**src/rtl/display_ctrl_pkg.sv**
```systemverilog
// Shared definitions for the LED matrix display control front-end.
// Holds the UART command codes, the roll-mode encodings, the decoded
// command classes and the brightness-to-duty mapping function.
package display_ctrl_pkg;

  // UART command codes
  localparam logic [7:0] CMD_ROLL_BASE  = 8'h10;
  localparam logic [7:0] CMD_ROLL_REL   = 8'h1F;
  localparam logic [7:0] CMD_BRIGHT_SET = 8'h20;
  localparam logic [7:0] CMD_BRIGHT_UP  = 8'h30;
  localparam logic [7:0] CMD_BRIGHT_DN  = 8'h31;

  // Roll modes as understood by led_driver
  typedef enum logic [1:0] {
    ROLL_STATIC = 2'b00,
    ROLL_RIGHT  = 2'b01,
    ROLL_LEFT   = 2'b10,
    ROLL_RESET  = 2'b11
  } roll_mode_e;

  // Decoded meaning of the byte currently on cmd_data
  typedef enum logic [2:0] {
    CMD_NONE,
    CMD_ROLL_SET,
    CMD_ROLL_CLR,
    CMD_LVL_SET,
    CMD_LVL_BAD,
    CMD_LVL_UP,
    CMD_LVL_DN,
    CMD_ILLEGAL
  } cmd_kind_e;

  // Duty for level lvl: evenly spaced over full scale, top level = full scale.
  function automatic int unsigned duty_map(int unsigned lvl, int unsigned levels,
                                           int unsigned width);
    return ((lvl + 1) * ((32'd1 << width) - 1)) / levels;
  endfunction

endpackage

```
**src/rtl/display_ctrl_btn_debounce.sv**
```systemverilog
// Button conditioner: 2-FF synchroniser, invert (button is active-low),
// consecutive-cycle debounce counter and a one-cycle press pulse.
// Ports:
//   clk, rst_n  - clock, asynchronous active-low reset
//   btn_n       - raw asynchronous active-low button
//   press       - one-cycle pulse on the debounced released->pressed edge
module display_ctrl_btn_debounce #(
  parameter int unsigned CLK_FREQ    = 50_000_000,
  parameter int unsigned DEBOUNCE_MS = 20,
  localparam int unsigned DB_RAW          = CLK_FREQ * DEBOUNCE_MS / 1000,
  localparam int unsigned DEBOUNCE_CYCLES = (DB_RAW == 0) ? 1 : DB_RAW,
  localparam int unsigned CNT_W           = $clog2(DEBOUNCE_CYCLES + 1)
) (
  input  logic clk,
  input  logic rst_n,
  input  logic btn_n,
  output logic press
);

  localparam logic [CNT_W-1:0] CNT_LAST = CNT_W'(DEBOUNCE_CYCLES - 1);

  logic             sync1, sync2;
  logic             db_pressed;
  logic [CNT_W-1:0] cnt;
  logic             sync_pressed;

  assign sync_pressed = ~sync2;

  // Synchroniser resets to "released" so a button held through reset
  // must be seen stable for the full debounce time before it counts.
  always_ff @(posedge clk or negedge rst_n) begin
    if (!rst_n) begin
      sync1 <= 1'b1;
      sync2 <= 1'b1;
    end else begin
      sync1 <= btn_n;
      sync2 <= sync1;
    end
  end

  // cnt holds how many consecutive cycles the synced input has disagreed
  // with the debounced state; the state flips on the last of them.
  always_ff @(posedge clk or negedge rst_n) begin
    if (!rst_n) begin
      cnt        <= '0;
      db_pressed <= 1'b0;
      press      <= 1'b0;
    end else begin
      press <= 1'b0;
      if (sync_pressed == db_pressed) begin
        cnt <= '0;
      end else if (cnt == CNT_LAST) begin
        cnt        <= '0;
        db_pressed <= sync_pressed;
        press      <= sync_pressed;
      end else begin
        cnt <= cnt + CNT_W'(1);
      end
    end
  end

endmodule

```
**src/rtl/display_ctrl.sv**
```systemverilog
// Control front-end for the LED matrix display. Merges the brightness
// button, roll switches and UART command bytes into a registered
// brightness level, a faded PWM duty and the roll mode.
// Ports:
//   clk, rst_n            - clock, asynchronous active-low reset
//   btn_bright_n          - raw active-low brightness button
//   roll_sw               - raw roll switches
//   cmd_data, cmd_valid   - command byte and its one-cycle strobe
//   bright_level          - current brightness level
//   duty_target           - duty mapped from bright_level
//   duty_out              - ramped duty for the PWM compare
//   fading                - duty_out has not yet reached duty_target
//   roll_mode             - roll mode to led_driver
//   cmd_err               - one-cycle pulse for an illegal command
module display_ctrl
  import display_ctrl_pkg::*;
#(
  parameter int unsigned CLK_FREQ         = 50_000_000,
  parameter int unsigned DEBOUNCE_MS      = 20,
  parameter int unsigned BRIGHT_LEVELS    = 4,
  parameter int unsigned DUTY_W           = 8,
  parameter int unsigned FADE_STEP_CYCLES = 50_000,
  localparam int unsigned LVL_W           = $clog2(BRIGHT_LEVELS)
) (
  input  logic              clk,
  input  logic              rst_n,
  input  logic              btn_bright_n,
  input  logic [1:0]        roll_sw,
  input  logic [7:0]        cmd_data,
  input  logic              cmd_valid,
  output logic [LVL_W-1:0]  bright_level,
  output logic [DUTY_W-1:0] duty_target,
  output logic [DUTY_W-1:0] duty_out,
  output logic              fading,
  output logic [1:0]        roll_mode,
  output logic              cmd_err
);

  localparam logic [LVL_W-1:0]  LVL_MAX = LVL_W'(BRIGHT_LEVELS - 1);
  localparam logic [DUTY_W-1:0] DUTY0   = DUTY_W'(duty_map(0, BRIGHT_LEVELS, DUTY_W));
  localparam int unsigned       PRE_W   = $clog2(FADE_STEP_CYCLES > 2 ? FADE_STEP_CYCLES : 2);
  localparam logic [PRE_W-1:0]  PRE_LAST =
    PRE_W'(FADE_STEP_CYCLES > 0 ? FADE_STEP_CYCLES - 1 : 0);

  logic              press;
  logic [1:0]        roll_s1, roll_s2;
  logic              roll_ovr, roll_ovr_nxt;
  roll_mode_e        roll_cmd, roll_cmd_nxt;
  cmd_kind_e         kind;
  logic [LVL_W-1:0]  level_nxt;
  logic              err_nxt;
  logic [PRE_W-1:0]  presc;
  logic              tick;
  logic [DUTY_W-1:0] target_nxt, duty_nxt;
  logic              fading_nxt;

  display_ctrl_btn_debounce #(
    .CLK_FREQ    (CLK_FREQ),
    .DEBOUNCE_MS (DEBOUNCE_MS)
  ) u_btn (
    .clk   (clk),
    .rst_n (rst_n),
    .btn_n (btn_bright_n),
    .press (press)
  );

  always_comb begin
    kind = CMD_NONE;
    if (cmd_valid) begin
      if (cmd_data >= CMD_ROLL_BASE && cmd_data <= CMD_ROLL_BASE + 8'd3)
        kind = CMD_ROLL_SET;
      else if (cmd_data == CMD_ROLL_REL)
        kind = CMD_ROLL_CLR;
      else if (cmd_data[7:4] == CMD_BRIGHT_SET[7:4])
        kind = (32'(cmd_data[3:0]) < BRIGHT_LEVELS) ? CMD_LVL_SET : CMD_LVL_BAD;
      else if (cmd_data == CMD_BRIGHT_UP)
        kind = CMD_LVL_UP;
      else if (cmd_data == CMD_BRIGHT_DN)
        kind = CMD_LVL_DN;
      else
        kind = CMD_ILLEGAL;
    end
  end

  // A press pulse owns the level this cycle; any brightness command
  // (including an out-of-range set) is dropped without an error.
  always_comb begin
    level_nxt    = bright_level;
    roll_ovr_nxt = roll_ovr;
    roll_cmd_nxt = roll_cmd;
    err_nxt      = (kind == CMD_ILLEGAL) || (kind == CMD_LVL_BAD && !press);
    if (press) begin
      level_nxt = (bright_level == LVL_MAX) ? '0 : bright_level + LVL_W'(1);
    end else begin
      case (kind)
        CMD_LVL_SET: level_nxt = cmd_data[LVL_W-1:0];
        CMD_LVL_UP:  if (bright_level != LVL_MAX) level_nxt = bright_level + LVL_W'(1);
        CMD_LVL_DN:  if (bright_level != '0) level_nxt = bright_level - LVL_W'(1);
        default: ;
      endcase
    end
    if (kind == CMD_ROLL_SET) begin
      roll_ovr_nxt = 1'b1;
      roll_cmd_nxt = roll_mode_e'(cmd_data[1:0]);
    end else if (kind == CMD_ROLL_CLR) begin
      roll_ovr_nxt = 1'b0;
    end
  end

  assign tick = (presc == PRE_LAST);

  always_ff @(posedge clk or negedge rst_n) begin
    if (!rst_n)
      presc <= '0;
    else if (tick)
      presc <= '0;
    else
      presc <= presc + PRE_W'(1);
  end

  // The ramp always steps toward the current target, so a target change
  // mid-fade simply redirects it from wherever duty_out is.
  always_comb begin
    target_nxt = DUTY_W'(duty_map(32'(bright_level), BRIGHT_LEVELS, DUTY_W));
    duty_nxt   = duty_out;
    if (FADE_STEP_CYCLES == 0)
      duty_nxt = duty_target;
    else if (tick && duty_out < duty_target)
      duty_nxt = duty_out + DUTY_W'(1);
    else if (tick && duty_out > duty_target)
      duty_nxt = duty_out - DUTY_W'(1);
    fading_nxt = (FADE_STEP_CYCLES != 0) && (duty_nxt != target_nxt);
  end

  always_ff @(posedge clk or negedge rst_n) begin
    if (!rst_n) begin
      bright_level <= '0;
      duty_target  <= DUTY0;
      duty_out     <= DUTY0;
      fading       <= 1'b0;
      roll_mode    <= ROLL_STATIC;
      cmd_err      <= 1'b0;
      roll_ovr     <= 1'b0;
      roll_cmd     <= ROLL_STATIC;
      roll_s1      <= '0;
      roll_s2      <= '0;
    end else begin
      bright_level <= level_nxt;
      duty_target  <= target_nxt;
      duty_out     <= duty_nxt;
      fading       <= fading_nxt;
      cmd_err      <= err_nxt;
      roll_ovr     <= roll_ovr_nxt;
      roll_cmd     <= roll_cmd_nxt;
      roll_s1      <= roll_sw;
      roll_s2      <= roll_s1;
      roll_mode    <= roll_ovr_nxt ? roll_cmd_nxt : roll_s2;
    end
  end

endmodule

```
**config.mk**
```make
export PLATFORM = sky130hd
export DESIGN_NAME = display_ctrl
export DESIGN_NICKNAME = d
export VERILOG_FILES = /design/src/rtl/display_ctrl_pkg.sv /design/src/rtl/display_ctrl_btn_debounce.sv /design/src/rtl/display_ctrl.sv
export SDC_FILE = /design/constraint.sdc
export NUM_CORES = 1
export LEC_CHECK = 0
export BUFFER_PORTS_ARGS = -buffer_cell sky130_fd_sc_hd__buf_2
export CAP_MARGIN = 25
export CORE_MARGIN = 2
export CORE_UTILIZATION = 60
export CTS_CLUSTER_SIZE = 16
export DETAILED_ROUTE_END_ITERATION = 10
export PLACE_DENSITY = 0.78
export SLEW_MARGIN = 20
export SYNTH_ARGS = -nofsm -noshare
export SYNTH_HDL_FRONTEND = slang
export SYNTH_SLANG_ARGS = --single-unit
```
**constraint.sdc**
```tcl
create_clock -name clk -period 4.2 [get_ports clk]
set_clock_uncertainty 0.05 [all_clocks]
set_input_delay 0.84 -clock clk [delete_from_list [all_inputs] [get_ports clk]]
set_output_delay 0.84 -clock clk [all_outputs]
set_load 0.01 [all_outputs]
```
# == Yosys cells after proc, flatten, opt, wreduce, memory -nomap -nowiden ==
# Cells that the tools add are included.
# word_totals
wordCells,83
output_inout_bits,22
reg_bits,69
inputBits,14
# op_classes
eq_ne,19
reduce_logical,10
muxes,23
magnitude_cmp,5
n_addsub,7
n_bitwise,2
mul,1
# op_table
operator,n
2-to-1 mux 20 bit,2
adder 20 x 1 -> 20 bit (second input constant),1
equality test 20 bit (second input constant),1
adder 16 x 1 -> 16 bit (second input constant),1
equality test 16 bit (second input constant),1
equality test 8 x 6 -> 1 bit (second input constant),2
2-to-1 mux 16 bit,1
2-to-1 mux 8 bit,2
2-to-1 mux 3 bit,5
2-to-1 mux 2 bit,7
equality test 3 bit (second input constant),4
multiplier 3 x 8 -> 10 bit (second input constant),1
adder 8 x 1 -> 8 bit (second input constant),1
equality test 8 x 5 -> 1 bit (second input constant),1
greater-or-equal comparator 8 x 5 -> 1 bit (second input constant),1
greater-than comparator 8 bit,1
<= comparator 8 x 5 -> 1 bit (second input constant),1
less-than comparator 8 bit,1
inequality test 8 bit,1
subtractor 8 x 1 -> 8 bit (second input constant),1
equality test 3 x 2 -> 1 bit (second input constant),2
inequality test 3 x 2 -> 1 bit (second input constant),2
one-hot mux 2 bit (3 select lines),1
2-to-1 mux 1 bit,5
17 further kinds,21

# == Logic depth before layout (Yosys ltp) ==
# Gate-level depths: netlist of the first run.
# depth
ltp_word,11
ltp_mapped,13
mapped_depth_nobuf,13

# == Modules after synthesis ==
# A second synthesis of the first run with hierarchy kept.
# hier_totals
cells_unflattened,381
hier_area_um2,3866.2
# modules_own_cells
module,cells_per_inst,area_per_inst_um2,n_inst
display_ctrl,269,2728.9,1
display_ctrl_btn_debounce,112,1137.3,1

# == Worst setup path before layout of the first run ==
# OpenSTA, ideal clock, no wires.
# synth_timing
path_kind,flip-flop to flip-flop
from,register bright_level[0]
to,register fading
path_slack_ns,0.979
stages_incl_launch_ff,13
n_path_buf,0
t_required_ns,4.006
synth_period_minus_slack_ns,3.221
arrival_ns,3.026
path_cell_list,dfrtp_1 inv_1 ha_1 inv_1 ha_1 inv_1 fa_1 xnor2_1 xnor2_1 and4_1 or4b_1 nor4_1 o2111ai_1
# synth_between
elab_chain_len,3
# synth_lines
item,line,rtl
start: declaration,display_ctrl.sv:31,"output logic [LVL_W-1:0] bright_level,"
start signal: assignment,display_ctrl.sv:148,bright_level <= level_nxt;
adder 2 x 1 -> 3 bit,display_ctrl_pkg.sv:36,return ((lvl + 1) * ((32'd1 << width) - 1)) / levels;
multiplier 3 x 8 -> 10 bit,display_ctrl_pkg.sv:36,
net target_nxt[6],display_ctrl.sv:54,"logic [DUTY_W-1:0] target_nxt, duty_nxt;"
inequality test 8 bit,display_ctrl.sv:132,fading_nxt = (FADE_STEP_CYCLES != 0) && (duty_nxt != target_nxt);
net fading_nxt,display_ctrl.sv:55,logic fading_nxt;
end signal: assignment,display_ctrl.sv:151,fading <= fading_nxt;
end: declaration,display_ctrl.sv:34,"output logic fading,"
# The timed path passes the listed nets, and every way through them passes these cells.
# A chain may end at the register's enable or synchronous reset.

# == Worst setup path after layout of the first run ==
# Ends and elaborated chain as after synthesis.

==> results of run 1 <==
==> report_power, final <==
group,total [W],switching [W],internal [W]
sequential,0.000756,0.0000316,0.000725
combinational,0.000482,0.000273,0.000209
clock,0.000483,0.000266,0.000217
total,0.00172,0.000571,0.00115
==> path summary, 6_finish.rpt <==
| path | startpoint | endpoint | slack (ns) | cells after the start |
|---|---|---|---|---|
| setup / recovery | bright_level[0] | fading | 0.84 | 12 |
| hold / removal | u_btn.sync1 | u_btn.sync2 | 0.31 | 0 |
| setup reg to reg | bright_level[0] | fading | 0.84 | 12 |
| hold reg to reg | u_btn.sync1 | u_btn.sync2 | 0.31 | 0 |
| max in group asynchronous | rst_n | duty_out[2] | 2.87 | 2 |
| min in group asynchronous | rst_n | u_btn.cnt[3] | 0.44 | 1 |
==> sequential cells by signal (all words and copies together), names as in the netlist <==
register / count
u_btn.press: 1
bright_level: 2
presc: 16
u_btn.cnt: 20
roll_s1: 2
duty_target: 7
fading: 1
roll_mode: 2
u_btn.sync1: 1
roll_ovr: 1
cmd_err: 1
roll_cmd: 2
duty_out: 8
roll_s2: 2
u_btn.sync2: 1
u_btn.db_pressed: 1
==> logic make-up after synthesis <==
logic type / share of synthesized area, %
and+or+nand+nor: 25.4
buffers and inverters: 3.36
xor gates and xnor gates: 9.43
muxes: 1.65
AOI/OAI and AO/OA: 9.50
adders and majority gates: 7.22
DFF: 43.5
==> metal layers <==
metal / wire (um) / vias up / global-route usage [%]
met4: 153 / 0 / 8.95
met2: 3680 / 108 / 36.0
met5: 0 / - / 0
met3: 449 / 18 / 5.35
li1: - / 1499 / -
met1: 3370 / 1487 / 29.9
==> cell usage in the layout, fill, tap and decap left out, types with 2 or more instances in the layout <==
master,instances
a31oi_1,3
and3_2,2
nor2_1,45
fa_1,3
nand4_1,6
and4_1,2
and2_1,7
o21ai_0,11
nand2_1,28
and3_1,10
buf_2,35
o31ai_1,2
ha_1,18
dfstp_2,13
o21bai_1,2
o211ai_1,2
clkinv_2,2
nor4_1,6
nor2b_1,4
o22ai_1,3
mux2_2,4
clkbuf_8,9
a21oi_1,19
or3_1,7
xor2_1,19
and4b_1,2
nand2b_1,3
inv_6,2
clkinvlp_4,2
xnor2_1,21
mux2i_1,2
nor3_1,9
a211o_1,2
nand3_1,30
o21ai_1,2
inv_1,24
dfrtp_1,55
==> worst register-to-register path, cell delays in order, from the launching register on <==
cell	delay, ns
dfrtp_1	0.42
inv_1	0.12
ha_1	0.30
inv_1	0.09
ha_1	0.24
inv_1	0.10
fa_1	0.44
xnor2_1	0.19
xnor2_1	0.13
and4_1	0.22
or4b_1	0.52
nor4_1	0.29
o2111ai_1	0.14
==> area by class of cell <==
cell class | count | area [um2] | share of cell area (%)
Multi-Input combinational cell | 305 | 2100 | 47.9
Sequential cell | 68 | 1720 | 39.1
Timing Repair Buffer | 37 | 210 | 4.79
Clock buffer | 9 | 124 | 2.82
Tap cell | 77 | 96.3 | 2.19
Inverter | 24 | 90.1 | 2.05
Clock inverter | 7 | 51.3 | 1.17
==> metrics by stage <==
| step | std cells | setup WS, ns | hold WS (ns) |
|---|---|---|---|
| after detailed placement | 510 | 0.829 | 0.286 |
| final | 527 | 0.835 | 0.312 |
| after floorplan | 406 | 0.979 | 0.281 |
| after CTS | 526 | 0.821 | 0.312 |
| after global routing | 527 | 0.567 | 0.318 |
| after global placement | 510 | 0.973 | 0.285 |
==> results.md, run 1 <==
- Number of cell rows: 29
- Critical path launch point type: flip-flop
- Overall fraction of global-route tracks in use: 22.5%
- Antenna Diode Count: 0
- Number of buffers between clock root and the deepest sink: 2
- Largest fanout of any net on the critical path: 6
- Design area: 0.00439 mm2
- Required time of the critical path: 4.37 ns
- Cell accounting for the most synthesized area: dfrtp_1
- DRC violations left: 0
- Clock root cell: clkbuf_8
- Top cells by area, synth: dfrtp_1, dfstp_2, ha_1, xnor2_1, nor2_1
- Total length of routed wires: 7650 um
- Worst slew margin relative to its limit: 53.5%
- Path type of the worst min-delay path: flip-flop to flip-flop
- Syn_nets: 441
- Number of iterations in the first detailed-routing pass: 5
- Endpoint kind of the worst setup timing path: flip-flop
- Proportion of layout cells with a drive suffix above 1: 19.3%
- Placed Instance Area: 0.00419 mm2
- Number of nets in the finished design: 480
- CTS tree: yes
- Vias per std cell: 5.91
- Total power per unit cell area: 392 mW/mm2
- Critical setup path kind: flip-flop to flip-flop
- Post CTS Setup Buffer Count: 0
- Fmax: 0.297 GHz
- Cell occurring most often along the worst timing path: inv_1
- Antenna-violating nets left: 0
- Yosys synthesis warning count: 0
- Cell-by-cell listing of the critical path: inv_1 > ha_1 > inv_1 > ha_1 > inv_1 > fa_1 > xnor2_1 > xnor2_1 > and4_1 > or4b_1 > nor4_1 > o2111ai_1
- Maximum number of pins on one net before global-route repair: 44
- Static leakage power: 2.00 nW
- IO Port Bufs: 35
- Number of failing hold endpoints at the final stage: 0
- Initial cell density of the core: 62.2%
- Unrepaired setup endpoints after global routing: false
- Gpl congestion: 0.926
- Total global routing overflow: 0
- Distinct cell type count of the synthesized netlist: 66
- Summed negative setup slack over all endpoints: 0 ns
- Most used standard cells in the synthesized netlist: dfrtp_1, nor2_1, nand3_1
- Number of antenna violations at the first check in global routing: 0
- Count of hold buffers inserted by post-cts repair: 0
- Resized cells post-CTS: 0
- Clock transition at path regs: 0.09 ns
- Die Width: 85.2 um
- Detailed placer's ending HPWL: 5610 um
- Most used flip-flop cell after synthesis: dfrtp_1
- Synthesized area divided by synthesized cell count: 9.74 um2
- Signed area change from the synthesized netlist to the final layout: 11.1%
- Final core area utilization: 69.2%
- Netlist area before placement: 0.00395 mm2
- Vertical die dimension: 85.2 um
- Count of flip-flops with a built-in enable after synthesis: 0
- Gate Count Post-Synth: 406
- Portion of the clock cycle consumed by the worst path in the final layout: 80.1%
- FILL cells: 487
- Leading cell type by number of instances after synthesis: dfrtp_1
- Shortest period the worst path allows: 3.36 ns
- CTS buffer count: 9
- Number of slew-limit violations in the final report: 0
- Result of the run: finished clean
- Vias in the first global route: 3,015
- Number of max-cap violations: 0
- Crit path max-delay cell type: or4b_1
- Clock sinks: 68
- Largest stage delay, worst path: 0.52 ns
- Family with the most delay on the worst path: simple AND/OR/NAND/NOR gates
- Part of the Yosys area used for sequential elements: 43.5%
- Overall Power: 0.00172 W
- Slew at the pin closest to its max-slew limit: 0.693 ns
- Clock insertion delay at the later pin of the skew report: 0.35 ns
- Count of vias placed by the detailed router: 3,112
- Post-synthesis register bit count: 68
- Detailed Route Iter0 Violations: 190
- Number of H-tree branching levels: 3
- Core area: 0.00635 mm2
- Top Ports: 36
- Overall die area: 0.00725 mm2
- Signal arrival time at the worst endpoint: 3.53 ns
- Worst path buffer plus inverter count: 3
- Asr flop ratio synth: 100%
- Area share of the leading cell type in the synthesized netlist: 34.8%
- First-pass GRT wire length: 13,200 um
- Average wire per standard cell: 14.5 um
- VDD IR-drop max: 0.282 mV
- Endpoints failing setup: 0
Power figures use the tool's default switching activity.
==> run 2: changes to the inputs <==
==> constraint.sdc (replaced) <==
create_clock -name clk -period 3.45 [get_ports clk]
set_clock_uncertainty 0.05 [all_clocks]
set_input_delay 0.69 -clock clk [delete_from_list [all_inputs] [get_ports clk]]
set_output_delay 0.69 -clock clk [all_outputs]
set_load 0.01 [all_outputs]
==> run 2 against run 1 <==
  * Non-clock buffer count down 1
  * Routed wire length is 0.68% higher
  * Critical endpoint unchanged
  * Register-to-register slack got worse by 0.65 ns
==> results.md, run 2 (synthesis results as in run 1) <==
- Result of the run: finished clean
- Number of slew-limit violations in the final report: 0 (unchanged)
- First-pass GRT wire length: 13,300 um (+0.88%)
- Endpoints failing setup: 0 (unchanged)
- Post-route non-filler standard cell count: 526 (-0.19%)
- CTS tree: yes
- Path type of the worst min-delay path: flip-flop to flip-flop
- Number of buffers between clock root and the deepest sink: 2 (unchanged)
- Resized cells post-CTS: 0 (unchanged)
- Endpoint kind of the worst setup timing path: flip-flop
- Summed negative setup slack over all endpoints: 0 ns (unchanged)
- Number of failing hold endpoints at the final stage: 0 (unchanged)
- Commonest cells after routing, fill and taps aside: dfrtp_1, nor2_1, buf_2
- Number of max-cap violations: 0 (unchanged)
- Count of hold buffers inserted by post-cts repair: 0 (unchanged)
- Proportion of layout cells with a drive suffix above 1: 20.7% (+1.4 points)
- Critical setup path kind: flip-flop to flip-flop
- Count of placed standard cells including taps: 510 (unchanged)
- Detailed Route Iter0 Violations: 170 (-11%)
- Gpl congestion: 0.894 (-3.5%)
- Static leakage power: 2.01 nW (+0.36%)
- Vias in the first global route: 2,924 (-3.0%)
- Shortest period the worst path allows: 3.26 ns (-0.104 ns)
- Signed area change from the synthesized netlist to the final layout: 11.8%
- Clock sinks: 68 (unchanged)
- Top Ports: 36 (unchanged)
- Overall fraction of global-route tracks in use: 23.1% (+0.56 points)
- VDD IR-drop max: 0.404 mV (+44%)
- Clock insertion delay at the later pin of the skew report: 0.35 ns (about the same)
- DRC violations left: 0 (unchanged)
- Largest stage delay, worst path: 0.54 ns (+0.02 ns)
- Critical path launch point type: flip-flop
- Number of H-tree branching levels: 3 (unchanged)
- Post CTS Setup Buffer Count: 0 (unchanged)
- Number of iterations in the first detailed-routing pass: 5 (unchanged)
- Total length of routed wires: 7700 um (+0.68%)
- Signal arrival time at the worst endpoint: 3.42 ns (-0.11 ns)
- Number of gates on the worst path with buffers counted: 11 (-1)
- Count of vias placed by the detailed router: 3,051 (-2.0%)
- Reg area: 0.00172 mm2 (about the same)
- Vertical die dimension: 85.2 um (unchanged)
- Maximum number of pins on one net before global-route repair: 69 (+57%)
- Die Width: 85.2 um (unchanged)
- Largest fanout of any net on the critical path: 6 (unchanged)
- Number of flip-flops under the largest register name: 20 (unchanged)
- Register containing the most flip-flops in the final layout: u_btn.cnt
- Total area of multi-input combinational cells: 0.00213 mm2 (+1.5%)
- Detailed placer's ending HPWL: 5490 um (-2.1%)
- Initial cell density of the core: 62.2% (unchanged)
- Core area: 0.00635 mm2 (unchanged)
- Hold path cells: 0 (unchanged)
- Number of antenna violations at the first check in global routing: 0 (unchanged)
- Antenna Diode Count: 0 (unchanged)
- Clock root cell: clkbuf_8
- Worst path buffer plus inverter count: 2 (-1)
- Slew at the pin closest to its max-slew limit: 0.829 ns (+0.136 ns)
- Overall die area: 0.00725 mm2 (unchanged)
- Average wire per standard cell: 14.6 um (+0.87%)
- CTS buffer count: 9 (unchanged)
- Crit path max-delay cell type: or4b_1
- Total global routing overflow: 0 (unchanged)
- Number of cell rows: 29 (unchanged)
- IO Port Bufs: 35 (unchanged)
- Clock transition at path regs: 0.08 ns (about the same)
- Antenna-violating nets left: 0 (unchanged)
- R2R cell count: 11 (-1)
- Number of nets in the finished design: 479 (-0.21%)
- Required time of the critical path: 3.61 ns (-0.76 ns)
- Unrepaired setup endpoints after global routing: false
- Worst slew margin relative to its limit: 44.8% (-8.7 points)
- Most frequent standard cell in the layout excluding fill and tap cells: dfrtp_1
- Cell-by-cell listing of the critical path: inv_2 > ha_2 > ha_2 > inv_1 > fa_1 > xnor2_2 > xnor2_1 > and4_1 > or4b_1 > nor4_2 > o2111ai_1
- FILL cells: 506 (+3.9%)
- Cell occurring most often along the worst timing path: ha_2
- Fmax: 0.307 GHz (+3.2%)
- Vias per std cell: 5.80 (-1.8%)
- Biggest registers after layout: u_btn.cnt x20, presc x16, duty_out x8
- Final core area utilization: 69.6% (+0.45 points)
- Portion of the clock cycle consumed by the worst path in the final layout: 94.5% (+14 points)
- Family with the most delay on the worst path: simple AND/OR/NAND/NOR gates
- Total power per unit cell area: 497 mW/mm2 (+27%)
[run 2: final cells by class]
class	count	area share (%)
clock buffer	9	2.80
clock inverter	7	1.70
inverter	24	2.04
multi-input combinational	305	48.3
sequential	68	38.9
tap	77	2.18
timing repair buffer	36	4.13
[run 2: metal layers]
metal | global-route usage, % | part of all wire [%]
met1 | 29.7 | 43
met2 | 38.8 | 51
met3 | 4.86 | 5.1
met4 | 8.08 | 1.2
met5 | 0 | 0
[run 2: power breakdown]
part	leakage [nW]	switching [W]	internal [W]
clock network	0.104	0.000315	0.000337
logic	1.05	0.000351	0.000273
registers	0.854	0.0000385	0.000883
[run 2: path summary, 6_finish.rpt]
check / from / end / slack [ns]
worst max-delay path: bright_level[0] / fading / 0.19
worst min-delay path: roll_s1[1] / roll_s2[1] / 0.31
worst max register to register: bright_level[0] / fading / 0.19
worst min register to register: roll_s1[1] / roll_s2[1] / 0.31
max in group asynchronous: rst_n / bright_level[0] / 2.30
min in group asynchronous: rst_n / u_btn.cnt[14] / 0.47
[run 2: through the flow]
step	cell area (um2)	setup slack [ns]	power [W]	hold slack [ns]
2_1_floorplan	3950	0.229	0.00134	0.281
3_3_place_gp	4190	0.202	0.00150	0.287
3_5_place_dp	4190	0.0274	0.00152	0.291
4_1_cts	4390	0.0155	0.00218	0.309
5_1_grt	4420	0.0468	0.00232	0.311
6_report	4420	0.190	0.00220	0.307
[run 2: worst reg2reg max path, delay by kind of cell, from the launching register on]
family                   cells  cell delay, ns
AO/OA/AOI/OAI                1            0.13
buffers and inverters        2            0.19
adder cells (fa/ha/maj)      3            0.95
AND/OR/NAND/NOR              3            1.04
XOR/XNOR                     2            0.32
flip-flops                   1            0.44
==> run 3: changes to the inputs <==
--- a/config.mk
+++ b/config.mk
@@ -11,7 +11,7 @@
 export CORE_UTILIZATION = 60
 export CTS_CLUSTER_SIZE = 16
 export DETAILED_ROUTE_END_ITERATION = 10
-export PLACE_DENSITY = 0.78
+export PLACE_DENSITY_LB_ADDON = 0.1
 export SLEW_MARGIN = 20
 export SYNTH_ARGS = -nofsm -noshare
 export SYNTH_HDL_FRONTEND = slang
==> constraint.sdc (replaced) <==
create_clock -name clk -period 3.45 [get_ports clk]
set_clock_uncertainty 0.05 [all_clocks]
set_input_delay 0.69 -clock clk [delete_from_list [all_inputs] [get_ports clk]]
set_output_delay 0.69 -clock clk [all_outputs]
set_load 0.005 [all_outputs]
==> run 3 against run 2 <==
  * Largest cell class unchanged
  * Combinational power shrank 5.6%
  * Core utilization grew 0.45 points
  * Count of clock-buffer cells in the layout grew 2
  * Non-clock buffer count grew 3
  * Routed wire length grew 3.3%
  * Sequential share of layout area shrank 0.28 points
  * Global-route usage grew 0.84 points
  * Largest power group unchanged
==> results.md, run 3 (synthesis results as in run 1) <==
- Total length of routed wires: 7960 um (+3.3%)
- Topmost layer with routed signal wires: met4
- Number of cell rows: 29 (unchanged)
- Total power per unit cell area: 506 mW/mm2 (+1.9%)
- Critical path launch point type: flip-flop
- R2R cell count: 11 (unchanged)
- Vertical die dimension: 85.2 um (unchanged)
- Endpoint kind of the worst setup timing path: flip-flop
- Top Ports: 36 (unchanged)
- Most frequent standard cell in the layout excluding fill and tap cells: dfrtp_1
- Number of slew-limit violations in the final report: 0 (unchanged)
- Signed area change from the synthesized netlist to the final layout: 12.6%
- Required time of the critical path: 3.60 ns (about the same)
- Register containing the most flip-flops in the final layout: u_btn.cnt
- Number of max-cap violations: 0 (unchanged)
- Number of antenna violations at the first check in global routing: 0 (unchanged)
- Overall die area: 0.00725 mm2 (unchanged)
- Number of buffers between clock root and the deepest sink: 2 (unchanged)
- Initial cell density of the core: 62.2% (unchanged)
- Clock sinks: 68 (unchanged)
- Clock insertion delay at the later pin of the skew report: 0.34 ns (about the same)
- Path type of the worst min-delay path: primary input to asynchronous set/reset pin
- Number of flip-flops under the largest register name: 20 (unchanged)
- Clock transition at path regs: 0.08 ns (about the same)
- Antenna Diode Count: 0 (unchanged)
- Number of H-tree branching levels: 3 (unchanged)
- Critical setup path kind: flip-flop to flip-flop
- Unrepaired setup endpoints after global routing: false
- Sum of routed wire segments on met1: 3580 um (+8.4%)
- CTS buffer count: 9 (unchanged)
- Met2 routed WL: 3910 um (-0.18%)
- Count of vias placed by the detailed router: 3,071 (+0.66%)
- Total global routing overflow: 0 (unchanged)
- IO Port Bufs: 35 (unchanged)
- Average wire per standard cell: 15.1 um (+2.8%)
- Number of failing hold endpoints at the final stage: 0 (unchanged)
- Vias per std cell: 5.81 (about the same)
- Detailed Route Iter0 Violations: 236 (+39%)
- Proportion of layout cells with a drive suffix above 1: 20.1% (-0.58 points)
- First-pass GRT wire length: 13,800 um (+3.7%)
- Final core area utilization: 70.1% (+0.45 points)
- CTS tree: yes
- Routed length on met3: 319 um (-18%)
- Detailed placer's ending HPWL: 5850 um (+6.5%)
- Biggest registers after layout: u_btn.cnt x20, presc x16, duty_out x8
- Portion of the clock cycle consumed by the worst path in the final layout: 92.1% (-2.4 points)
- Result of the run: finished clean
- Overall fraction of global-route tracks in use: 23.9% (+0.84 points)
- Die Width: 85.2 um (unchanged)
- Core area: 0.00635 mm2 (unchanged)
- Signal arrival time at the worst endpoint: 3.33 ns (-0.09 ns)
- Fmax: 0.315 GHz (+2.6%)
- Clock root cell: clkbuf_8
- Maximum number of pins on one net before global-route repair: 32 (-54%)
- Number of nets in the finished design: 482 (+0.63%)
- Vias in the first global route: 3,017 (+3.2%)
- Antenna-violating nets left: 0 (unchanged)
- Gpl congestion: 0.903 (+1.0%)
- DRC violations left: 0 (unchanged)
- Endpoints failing setup: 0 (unchanged)
- Static leakage power: 2.02 nW (+0.84%)
- Slew at the pin closest to its max-slew limit: 0.688 ns (-0.141 ns)
- Shortest period the worst path allows: 3.18 ns (-0.0835 ns)
- Commonest cells after routing, fill and taps aside: dfrtp_1, nor2_1, buf_2
- Worst hold slack across all endpoints: 0.245 ns (-0.0611 ns)
- Largest fanout of any net on the critical path: 4 (-2)
- Worst slew margin relative to its limit: 54.2% (+9.4 points)
- VDD IR-drop max: 0.442 mV (+9.3%)
- Number of iterations in the first detailed-routing pass: 4 (-1)
[run 3: power by group]
group	internal [W]	switching [W]	total (W)	leakage [nW]
sequential	0.000883	0.0000380	0.000921	0.855
clock	0.000431	0.000313	0.000744	0.110
combinational	0.000262	0.000327	0.000589	1.06
[run 3: stage by stage]
step	power (W)	std cells	TNS [ns]	instance area (um2)	setup WS (ns)
2_1_floorplan	0.00132	406	0	3950	0.274
3_3_place_gp	0.00148	512	0	4200	0.202
3_5_place_dp	0.00150	512	-0.0279	4200	-0.0279
4_1_cts	0.00226	528	0	4440	0.0442
5_1_grt	0.00239	529	0	4450	0.00950
6_report	0.00225	529	0	4450	0.273
[run 3: layout make-up]
cell class / count / area [um2]
timing repair buffer: 39 / 205
clock buffer: 11 / 141
sequential: 68 / 1720
tap: 77 / 96.3
fill: 488 / 1900
multi-input combinational: 305 / 2110
clock inverter: 5 / 85.1
inverter: 24 / 90.1
[run 3: path summary, 6_finish.rpt]
path                            startpoint           to  slack [ns]
setup / recovery           bright_level[0]       fading        0.27
hold / removal                       rst_n     presc[7]        0.25
setup reg to reg           bright_level[0]       fading        0.27
hold reg to reg                 roll_s1[0]   roll_s2[0]        0.30
max in group asynchronous            rst_n  u_btn.sync2        2.29
min in group clk                roll_s1[0]   roll_s2[0]        0.30
[run 3: critical path, cell delays in order (launching register included)]
cell and delay [ns]:
dfrtp_1 0.41, inv_1 0.15, ha_1 0.24, ha_2 0.25, inv_1 0.07, fa_1 0.44
xnor2_1 0.20, xnor2_1 0.16, and4_1 0.24, or4b_1 0.53, nor4_2 0.18, o2111ai_1 0.14
[run 3: metal layers]
layer | vias up | GRT usage [%]
li1 | 1501 | -
met1 | 1471 | 32.5
met2 | 85 | 38.3
met3 | 14 | 4.86
met4 | 0 | 8.66
met5 | - | 0
[run 3: timing repair]
action	CTS	global route
resized for setup	2	1
pin swaps	0	1
buffers inserted	0	1
setup endpoints to repair	1	1
endpoints found under the hold margin	0	0
hold buffers	0	0
